--- config.mk ---
export PLATFORM = sky130hd
export DESIGN_NAME = shift_pattern_det
export DESIGN_NICKNAME = d
export VERILOG_FILES = /design/src/rtl/shift_pattern_det_pkg.sv /design/src/rtl/shift_pattern_det_sat_counter.sv /design/src/rtl/shift_pattern_det.sv
export SDC_FILE = /design/constraint.sdc
export NUM_CORES = 1
export LEC_CHECK = 0
export ABC_AREA = 1
export CORE_ASPECT_RATIO = 1.25
export CORE_MARGIN = 10
export CORE_UTILIZATION = 28
export CTS_CLUSTER_SIZE = 30
export DETAILED_ROUTE_END_ITERATION = 7
export PLACE_DENSITY = 0.49
export SYNTH_ARGS = -nofsm -noshare
export SYNTH_HDL_FRONTEND = slang
export SYNTH_SLANG_ARGS = --single-unit
--- constraint.sdc ---
create_clock -name clk -period 3.2 [get_ports clk]
set_input_delay 0.32 -clock clk [delete_from_list [all_inputs] [get_ports clk]]
set_output_delay 0.32 -clock clk [all_outputs]
set_load 0.02 [all_outputs]
--- src/rtl/shift_pattern_det_pkg.sv ---
// Shared definitions for the shift-register pattern detector and its companions:
// FSM state encoding and default widths.
package shift_pattern_det_pkg;

   typedef enum logic [1:0] {
      ST_WARM  = 2'd0,
      ST_ARMED = 2'd1,
      ST_HOLD  = 2'd2
   } state_t;

   localparam int DEF_W  = 3;
   localparam int DEF_CW = 8;

endpackage

--- src/rtl/shift_pattern_det_sat_counter.sv ---
// Saturating event counter with a sticky overflow flag; clear has priority over increment.
module sat_counter
   import shift_pattern_det_pkg::*;
#(
   parameter int CW = DEF_CW
) (
   input  logic          clk,
   input  logic          rst,
   input  logic          i_inc,
   input  logic          i_clr,
   output logic [CW-1:0] o_cnt,
   output logic          o_ovf
);

   logic [CW-1:0] r_cnt;
   logic          r_ovf;

   always_ff @(posedge clk) begin
      if (rst) begin
         r_cnt <= '0;
         r_ovf <= 1'b0;
      end else if (i_clr) begin
         r_cnt <= '0;
         r_ovf <= 1'b0;
      end else if (i_inc) begin
         // A hit on a full counter only raises the sticky flag.
         if (&r_cnt) r_ovf <= 1'b1;
         else        r_cnt <= r_cnt + CW'(1);
      end
   end

   assign o_cnt = r_cnt;
   assign o_ovf = r_ovf;

endmodule

--- src/rtl/shift_pattern_det.sv ---
// Compares each freshly shifted window of a SIPO register against a programmable
// pattern, with post-reset warm-up and optional non-overlapping detection.
module shift_pattern_det
   import shift_pattern_det_pkg::*;
#(
   parameter int W       = DEF_W,
   parameter int CW      = DEF_CW,
   parameter int OVERLAP = 1
) (
   input  logic          clk,
   input  logic          rst,
   input  logic [W-1:0]  q,
   input  logic          shift_en,
   input  logic [W-1:0]  pattern,
   input  logic          pattern_load,
   input  logic          clr,
   output logic          match,
   output logic [CW-1:0] match_cnt,
   output logic          ovf,
   output logic          armed
);

   localparam int             FW             = $clog2(W) + 1;
   localparam logic [FW-1:0]  FILL_WARM_LAST = FW'(W - 1);
   localparam logic [FW-1:0]  FILL_HOLD_LAST = FW'(W - 2);

   state_t        r_state;
   state_t        w_state_nxt;
   logic [FW-1:0] r_fill;
   logic [FW-1:0] w_fill_nxt;
   logic [W-1:0]  r_pat;
   logic          r_match;
   logic          w_hit;

   always_ff @(posedge clk) begin
      if (rst) begin
         r_state <= ST_WARM;
         r_fill  <= '0;
         r_pat   <= '0;
         r_match <= 1'b0;
      end else begin
         r_state <= w_state_nxt;
         r_fill  <= w_fill_nxt;
         r_match <= w_hit;
         // A compare in this same cycle still sees the previous pattern.
         if (pattern_load) r_pat <= pattern;
      end
   end

   always_comb begin
      w_state_nxt = r_state;
      w_fill_nxt  = r_fill;
      w_hit       = 1'b0;
      case (r_state)
         ST_WARM: begin
            // The W-th shift only completes the fill; it is not compared.
            if (shift_en) begin
               if (r_fill == FILL_WARM_LAST) begin
                  w_state_nxt = ST_ARMED;
                  w_fill_nxt  = '0;
               end else begin
                  w_fill_nxt  = r_fill + FW'(1);
               end
            end
         end
         ST_ARMED: begin
            if (shift_en && (q == r_pat)) begin
               w_hit = 1'b1;
               if (OVERLAP == 0) begin
                  w_state_nxt = ST_HOLD;
                  w_fill_nxt  = '0;
               end
            end
         end
         ST_HOLD: begin
            // Skip exactly W-1 shifts so no bit of the matched window is reused.
            if (shift_en) begin
               if (r_fill == FILL_HOLD_LAST) begin
                  w_state_nxt = ST_ARMED;
                  w_fill_nxt  = '0;
               end else begin
                  w_fill_nxt  = r_fill + FW'(1);
               end
            end
         end
         default: begin
            w_state_nxt = ST_WARM;
            w_fill_nxt  = '0;
         end
      endcase
   end

   sat_counter #(
      .CW (CW)
   ) u_sat_counter (
      .clk   (clk),
      .rst   (rst),
      .i_inc (w_hit),
      .i_clr (clr),
      .o_cnt (match_cnt),
      .o_ovf (ovf)
   );

   assign match = r_match;
   assign armed = (r_state == ST_ARMED);

endmodule

==> results.py, run 1 <==
metrics = {
    "status": {
        "outcome": "finished, final reports clean",
    },
    "setup_path": {
        "critPathLaunch": "u_sat_counter.o_cnt[2]",
        "cpMaxStageDelayCell": "clkdlybuf4s50_1",
        "required_ns": 2.88,
        "cpPeakStageDelay_ns": 0.66,
        "worstPathCellList": "clkdlybuf4s50_1",
        "r2r_cells": 7,
        "cp_max_fo": 6,
        "path_delay_family": "buffers and inverters",
        "worstSetupPathType": "reg -> out",
        "critPathCaptureType": "output port",
        "r2r_start": "u_sat_counter.o_cnt[0]",
        "crit_cells": 1,
        "r2r_slack_ns": 1.76,
        "crit_arrival_ns": 1.42,
        "path_buf_inv": 1,
        "critPathLaunchType": "flop",
    },
    "finish": {
        "syn2layout_area_growth_pct": 31.56,
        "n_fill_cell": 342,
        "multi_input_area_sq_um": 491.7,
        "diodes": 0,
        "final_cells": 192,
        "regArea_sq_um": 340.3,
        "drive_gt1_share_pct": 8.333,
        "nets": 169,
    },
    "place": {
        "dp_cells": 188,
        "port_buffers": 21,
        "dp_hpwl_um": 1731,
        "gp_congestion": 0.7057,
    },
    "detailed_routing": {
        "drtIter0Drc": 43,
        "drtAntennaViolNets": 0,
        "drcViolationCount": 0,
        "wire_per_inst_um": 10.99,
        "dr.pass1.iters": 4,
        "vias": 873,
        "viasPerCell": 4.547,
        "wirelength_um": 2111,
    },
    "timing": {
        "rsz0062_at_grt": "no",
        "finClkSkew_ns": 0.002516,
        "fmax_ghz": 0.5763,
        "worst_pin_slew_ns": 0.2975,
        "period_share_pct": 54.22,
        "final_hold_viol_count": 0,
        "maxSlewHeadroom_pct": 80.09,
        "setup_viol_count_final": 0,
        "timing.setup.tns_ns": 0,
        "period_needed_ns": 1.735,
        "drv_slew": 0,
    },
    "global_routing": {
        "grt_usage_pct": 7.340,
        "grt_max_degree": 11,
        "grt_first_pass_wirelength_um": 3774,
        "grt_overflow_total": 0,
        "grt_pass1_vias": 886,
        "antenna_found_initial": 0,
    },
    "clocking": {
        "cts_made_buffers": 3,
        "h-tree-depth": 1,
        "clk_path_buf_depth": 2,
        "clkLatencyLatePin_ns": 0.28,
        "post_cts.repair.setup_buffers": 0,
        "cts-root-buf": "clkbuf_4",
        "cts.sinks": 17,
        "holdBufCountCts": 0,
        "cts_tree": "built",
        "cts_resized": 0,
        "clk_pin_slew_ns": 0.11,
    },
    "min_path": {
        "hold_depth": 1,
        "hold_path_class": "reg -> reg",
        "hp-start": "u_sat_counter.o_ovf",
    },
    "logic_synthesis": {
        "synth.distinct_cells": 22,
        "yosysWarnings": 0,
        "seq_area_frac_synth_pct": 37.99,
        "synth_area_per_cell_sq_um": 6.839,
        "syn_area_sq_um": 895.9,
        "ys_ff_latch": 17,
        "syn_inst": 131,
        "syn-num-nets": 143,
    },
    "pwr": {
        "ir_drop_mv": 0.2530,
        "power_density_nw_per_um2": 321.2,
        "leakage_nw": 0.4641,
    },
    "die": {
        "die_x_um": 70.59,
        "fp.dieArea_sq_um": 5876,
        "initial_utilization_pct": 29.86,
        "ios": 22,
        "die_h_um": 83.24,
        "core_area_sq_um": 3000,
        "placementRows": 22,
    },
    "flow_run": {
        "cap_violations": 0,
    },
}
## synth_stat cells (all sizes together)
library cell	number	area share, %
nand3	10	7.0
a21oi	14	7.8
nand4	1	0.70
nand3b	2	1.7
nor3b	1	0.84
xor2	2	2.0
ha	1	1.4
xnor2	1	0.98
dfxtp	17	38
nor2	16	8.7
o21a	1	0.84
nand2	41	18
inv	17	7.1
o221a	1	1.3
o21ai	5	2.8
nor4	1	0.70
## cell type report
| type | count | area share [%] |
|---|---|---|
| Multi-Input combinational cell | 97 | 41.72 |
| Clock buffer | 3 | 1.911 |
| Clock inverter | 1 | 0.4246 |
| Tap cell | 36 | 3.822 |
| Sequential cell | 17 | 28.87 |
| Inverter | 17 | 5.414 |
| Timing Repair Buffer | 21 | 17.83 |
## path summary, 6_finish.rpt
path | to
max reg2reg | u_sat_counter.o_cnt[5]
min | u_sat_counter.o_ovf
min reg2reg | u_sat_counter.o_ovf
max | match_cnt[2]
## routing by layer
layer	up-vias	track usage (%)	routed length (um)
met5	-	0	0
li1	470	-	-
met4	0	2.109	12
met1	381	7.363	856
met2	20	13.70	1091
met3	2	2.500	151
## stage by stage
stage          hold slack [ns]  area, sq um  utilization, %  total power, mW  setup WS [ns]
5_1_grt                 0.5048         1179           39.28           0.4069          1.370
3_5_place_dp            0.4565         1151           38.37           0.2685          1.503
4_1_cts                 0.4804         1179           39.28           0.3872          1.421
3_3_place_gp            0.4533         1151           38.37           0.2673          1.505
2_1_floorplan           0.3891        895.9               -           0.2481          1.801
6_report                0.4739         1179           39.28           0.3785          1.465
## logic make-up (layout without fill, tap and decap cells)
kind of cell,after synthesis,in the layout,share of synthesized area [%]
compound gates,21,21,12.71
flops,17,17,37.99
xor+xnor,3,3,2.933
simple gates,72,72,37.85
buf+inv,17,42,7.123
fa+ha+maj,1,1,1.396
## report_power, final
part / leakage, nW / total [mW] / internal [mW] / switching [mW]
registers: 0.138 / 0.222 / 0.217 / 0.00433
logic: 0.308 / 0.0412 / 0.0203 / 0.0209
clock network: 0.0177 / 0.116 / 0.0463 / 0.0693
total: 0.464 / 0.379 / 0.284 / 0.0945
## registers in the layout, summed over array words and instances (netlist names)
register	count
u_sat_counter.o_cnt	8
r_pat	3
r_state	1
r_fill	3
match	1
u_sat_counter.o_ovf	1
## cells in the final DEF (no fill, tap or decap), types with 3 or more instances in the layout
cell type | netlist | routed
dfxtp_1 | 17 | 17
nand3_1 | 9 | 9
clkbuf_4 | 0 | 3
inv_1 | 15 | 15
nor2_1 | 13 | 13
nand2_1 | 39 | 39
o21ai_0 | 5 | 5
a21oi_1 | 14 | 14
clkdlybuf4s50_1 | 0 | 21
Power figures use the tool's default switching activity.
==> run 2, diff against run 1 <==
--- a/config.mk
+++ b/config.mk
@@ -11,7 +11,7 @@
 export CORE_UTILIZATION = 28
 export CTS_CLUSTER_SIZE = 30
 export DETAILED_ROUTE_END_ITERATION = 7
-export PLACE_DENSITY = 0.49
+export PLACE_DENSITY = 0.51
 export SYNTH_ARGS = -nofsm -noshare
 export SYNTH_HDL_FRONTEND = slang
 export SYNTH_SLANG_ARGS = --single-unit
==> constraint.sdc (replaced) <==
create_clock -name clk -period 1.45 [get_ports clk]
set_input_delay 0.145 -clock clk [delete_from_list [all_inputs] [get_ports clk]]
set_output_delay 0.145 -clock clk [all_outputs]
set_load 0.02 [all_outputs]
==> run 2 against run 1 <==
  * Register-to-register slack got worse by 1.6 ns
  * Final area increased by 3.0%
  * Combinational power increased by 130%
  * Global-route usage increased by 0.10 points
  * Worst hold slack improved by 0.0019 ns
  * Flip-flop and latch count unchanged
  * Clock power increased by 120%
  * Wire length increased by 2.1%
  * Critical endpoint is now match
  * Largest cell class unchanged
  * Largest power group unchanged
==> results.py, run 2 (synthesis results as in run 1) <==
metrics = {
    "status": {
        "outcome": "finished, final reports clean",
    },
    "die": {
        "initial_utilization_pct": 29.86,
        "ios": 22,
        "die_x_um": 70.59,
        "fp.dieArea_sq_um": 5876,
        "die_h_um": 83.24,
        "core_area_sq_um": 3000,
        "placementRows": 22,
    },
    "pwr": {
        "p_seq_share_pct": 58.5,
        "leakage_nw": 0.5538,
        "comb_power_share_pct": 11.3,
        "internal_power_mw": 0.6281,
        "p_total_mw": 0.8362,
        "p_sw_mw": 0.2081,
        "power_density_nw_per_um2": 689.0,
        "clock_power_share_pct": 30.2,
        "swShare_pct": 24.89,
        "ir_drop_mv": 0.5800,
    },
    "timing": {
        "drv_slew": 0,
        "fin_ws_ns": 0.1084,
        "finClkSkew_ns": 0.006927,
        "worst_pin_slew_ns": 0.3142,
        "period_needed_ns": 1.342,
        "rsz0062_at_grt": "no",
        "holdWs_ns": 0.4758,
        "fmax_ghz": 0.7454,
        "period_share_pct": 92.53,
        "final_hold_viol_count": 0,
        "maxSlewHeadroom_pct": 78.98,
        "setup_viol_count_final": 0,
    },
    "detailed_routing": {
        "drtAntennaViolNets": 0,
        "drcViolationCount": 0,
        "wirelength_um": 2155,
        "vias": 892,
        "viasPerCell": 4.528,
        "wire_per_inst_um": 10.94,
        "drtIter0Drc": 38,
        "dr.pass1.iters": 4,
    },
    "flow_run": {
        "cap_violations": 0,
    },
    "finish": {
        "final_common_cell": "nand2_1",
        "n_fill_cell": 329,
        "mostFrequentLayoutCells": "39 x nand2_1, 16 x dfxtp_1, 15 x inv_1",
        "nets": 174,
        "syn2layout_area_growth_pct": 35.47,
        "drive_gt1_share_pct": 11.80,
        "final_cells": 197,
        "largest_reg_flops": 8,
        "diodes": 0,
        "post-route-util_pct": 40.45,
    },
    "global_routing": {
        "antenna_found_initial": 0,
        "grt_first_pass_wirelength_um": 3739,
        "grt_overflow_total": 0,
        "grt_pass1_vias": 836,
        "grt_max_degree": 11,
        "grt_usage_pct": 7.440,
    },
    "clocking": {
        "cts-root-buf": "clkbuf_4",
        "clk_path_buf_depth": 2,
        "holdBufCountCts": 0,
        "h-tree-depth": 1,
        "cts.sinks": 17,
        "cts_resized": 10,
        "cts_made_buffers": 3,
        "clk_pin_slew_ns": 0.11,
        "clkLatencyLatePin_ns": 0.29,
        "post_cts.repair.setup_buffers": 0,
        "cts_tree": "built",
    },
    "min_path": {
        "holdPathEnd": "r_pat[1]",
        "hp-start": "pattern[1]",
        "hold_depth": 3,
        "hold_path_class": "in -> reg",
    },
    "setup_path": {
        "cpMaxStageDelayCell": "clkdlybuf4s50_1",
        "r2r_start": "u_sat_counter.o_cnt[0]",
        "critPathCaptureType": "output port",
        "worstSetupPathType": "reg -> out",
        "crit_arrival_ns": 1.20,
        "required_ns": 1.31,
        "timing.rr.end": "u_sat_counter.o_cnt[7]",
        "cpPeakStageDelay_ns": 0.60,
        "worstPathCellList": "clkdlybuf4s50_1",
        "r2r_slack_ns": 0.17,
        "path_buf_inv": 1,
        "critPathLaunchType": "flop",
        "r2r_cells": 7,
        "cp_max_fo": 1,
        "path_delay_family": "buffers and inverters",
    },
    "place": {
        "gp_congestion": 0.7507,
        "dp_hpwl_um": 1736,
        "port_buffers": 21,
        "place_ws_ns": -0.01724,
        "dp_cells": 193,
    },
}
[run 2: changes by cell type in the layout (fill, tap and decap cells not counted), sizes merged]
cell,change
dlygate4sd2,+9
dlymetal6s2s,+1
clkdlybuf4s50,-10
buf,+5
[run 2: metrics by stage]
step                instance area (sq um)  setup TNS, ns
floorplan                           895.9              0
global placement                     1189       -0.01090
detailed placement                   1189       -0.09332
CTS                                  1206              0
global route                         1214              0
finish                               1214              0
[run 2: how the worst max path moves through the flow]
stage                      startpoint                      to  slack (ns)  depth (start not counted)
2_1_floorplan  u_sat_counter.o_cnt[1]  u_sat_counter.o_cnt[3]        0.05                          7
3_3_place_gp                     q[0]  u_sat_counter.o_cnt[0]      -0.008                          8
3_5_place_dp                     q[0]  u_sat_counter.o_cnt[7]       -0.02                          8
4_1_cts           u_sat_counter.o_ovf                     ovf        0.04                          1
5_1_grt                         match                   match        0.03                          1
6_report                        match                   match        0.11                          1
[run 2: cell type report]
cell class | instances | area (sq um) | share of cell area (%)
Sequential cell | 17 | 341.6 | 28.14
Timing Repair Buffer | 26 | 239.0 | 19.69
Clock buffer | 3 | 22.52 | 1.856
Multi-Input combinational cell | 97 | 496.7 | 40.93
Clock inverter | 1 | 5.005 | 0.4124
Tap cell | 36 | 45.04 | 3.711
Inverter | 17 | 63.81 | 5.258
[run 2: worst register-to-register path: cells and delay by family (launching register included)]
kind / cells / cell delay, ns
AND/OR/NAND/NOR: 4 / 0.45
adder cells (fa/ha/maj): 1 / 0.22
AO/OA/AOI/OAI: 1 / 0.13
flip-flops: 1 / 0.35
buffers and inverters: 1 / 0.06
[run 2: power by group through the flow]
stage	Combinational, mW	Sequential, mW	Clock, mW
final	0.0941	0.489	0.253
after global routing	0.107	0.491	0.305
after CTS	0.0940	0.489	0.268
after detailed placement	0.0937	0.500	0
after global placement	0.0924	0.500	0
after floorplan	0.0477	0.500	0
[run 2: layer usage]
layer / up-vias / global-route usage (%) / wire (um)
li1: 481 / - / -
met1: 392 / 7.981 / 948
met2: 17 / 13.13 / 1076
met3: 2 / 2.381 / 119
met4: 0 / 2.636 / 11
met5: - / 0 / 0
==> RTL edit: new RTL, config.mk and constraints of run 2 <==
Re-encode `state_t` (3 states) as one-hot, 3 bits wide.
--- a/src/rtl/shift_pattern_det_pkg.sv
+++ b/src/rtl/shift_pattern_det_pkg.sv
@@ -2,10 +2,10 @@
 // FSM state encoding and default widths.
 package shift_pattern_det_pkg;
 
-   typedef enum logic [1:0] {
-      ST_WARM  = 2'd0,
-      ST_ARMED = 2'd1,
-      ST_HOLD  = 2'd2
+   typedef enum logic [2:0] {
+      ST_WARM  = 3'b001,
+      ST_ARMED = 3'b010,
+      ST_HOLD  = 3'b100
    } state_t;
 
    localparam int DEF_W  = 3;
Function: same outputs for any inputs over 10 cycles, from zero or initial values and one cycle with rst high; not proved beyond that.
==> RTL edit against run 2 <==
Routed wire length shrank 7.4%. Synthesized area increased by 4.3%. Hold slack got worse by 0.0045 ns. Via count decreased by 6.1%. Cell area increased by 5.2%. Utilization fell by 0.85 points. Sequential cell count increased by 1. Global-route usage is 0.69 points lower. Power up 28%. Setup slack lost 0.044 ns. Largest cell class unchanged. Largest power group unchanged.
==> RTL edit: results (changes against run 2) <==
| Stage | Quantity | This run | Delta |
|:---|:---|:---|:---|
| run status | Result of the run | completed |  |
| finish | Share of cells above drive strength 1 | 0.130 | +0.0124 |
| detailed routing | Via density | 4.23 | -6.5% |
| setup path | Worst R2R Path Depth | 8 | +1 |
| setup path | Slowest stage cell, crit path | sky130_fd_sc_hd__clkdlybuf4s50_1 |  |
| synth | Net count after synthesis | 144 | +0.70% |
| sta | Fin Clk Skew | 0.00114 ns | -0.00579 ns |
| grt | Met3 capacity usage during global routing | 0.0271 | +0.00328 |
| grt | Met2 GRT Util | 0.0949 | -0.0365 |
| pwr | Sequential cell power | 0.522 mW | +6.7% |
| pwr | Leakage power | 0.610 nW | +10% |
| setup path | Delay contributed by the slowest stage of the critical path | 0.63 ns | +0.03 ns |
| detailed routing | Number of DRC markers in iteration 0 | 33 | -13% |
| clocking | CTS root buf | sky130_fd_sc_hd__clkbuf_8 |  |
| detailed routing | WL met1 | 1030 µm | +8.6% |
| placement | Placer's final routability congestion estimate | 0.736 | -2.0% |
| detailed routing | Met2 Wirelength | 828 µm | -23% |
| setup path | Worst-path fanout max | 3 | +2 |
| detailed routing | Routed wire length | 2000 µm | -7.4% |
| clocking | Skew-Pair Late Insertion Delay | 0.25 ns | -0.04 ns |
| clocking | Clk pin slew, worst setup/hold paths | 0.07 ns | -0.04 ns |
| grt | Vias in the first global route | 793 | -5.1% |
| pwr | Total power after layout | 1.07 mW | +28% |
| min path | Hold crit path type | flop to flop |  |
| clocking | Post-CTS resize count | 6 | -4 |
| grt | Global-route wire length before repair | 3450 µm | -7.7% |
| detailed routing | Routed wire length on met3 | 120 µm | +0.84% |
| synth | Fraction of the yosys area taken by sequential cells | 0.386 | +0.00565 |
| synth | Top post-synthesis cells by area | sky130_fd_sc_hd__dfxtp_1, sky130_fd_sc_hd__nand2_1, sky130_fd_sc_hd__inv_1, sky130_fd_sc_hd__a21oi_1, sky130_fd_sc_hd__nand3_1 |  |
| detailed routing | Wirelength per Cell | 10.1 µm | -7.8% |
| finish | Area growth from synthesis to final layout | 36.5% |  |
| setup path | Data arrival time of the critical path | 1.24 ns | +0.04 ns |
| pwr | VDD IR max | 0.522 mV | -9.9% |
| pwr | Switching power share of the total | 0.241 | -0.00831 |
| synth | Top post-synthesis cells by count | sky130_fd_sc_hd__nand2_1, sky130_fd_sc_hd__inv_1, sky130_fd_sc_hd__dfxtp_1, sky130_fd_sc_hd__a21oi_1, sky130_fd_sc_hd__nor2_1 |  |
| placement | DP Cell Count | 194 | +0.52% |
| synth | Area fraction of the dominant cell type after synthesis | 0.386 | +0.00565 |
| pwr | Power share of the clock group | 0.389 | +0.087 |
| sta | Final period demand of the worst path | 1.39 ns | +0.0439 ns |
| setup path | Start point of the critical path | u_sat_counter.o_cnt[4] |  |
| placement | Placed Instance Area | 1220 µm² | +2.7% |
## RTL edit: kinds of logic after synthesis
family,share of synthesized area
AO/OA/AOI/OAI,0.102
AND/OR/NAND/NOR,0.375
buffers and inverters,0.0964
flip-flops,0.386
XOR/XNOR,0.0281
adder cells (fa/ha/maj),0.0134
## RTL edit: cell type report
cell class              instances  share of cell area
well taps                      37              0.0363
clock buffers                   4              0.0431
repair buffers                 25               0.186
inverters                      24              0.0706
multi-input cells              90               0.381
flip-flops and latches         18               0.282
## RTL edit: worst min path at each step
stage	startpoint	endpoint	slack [ns]	depth (start not counted)
final	u_sat_counter.o_ovf	u_sat_counter.o_ovf	0.47	1
after global routing	r_pat[0]	r_pat[0]	0.50	2
after CTS	r_pat[2]	r_pat[2]	0.48	2
after detailed placement	u_sat_counter.o_ovf	u_sat_counter.o_ovf	0.46	1
after global placement	r_pat[2]	r_pat[2]	0.46	2
after floorplan	rst	match	0.22	1
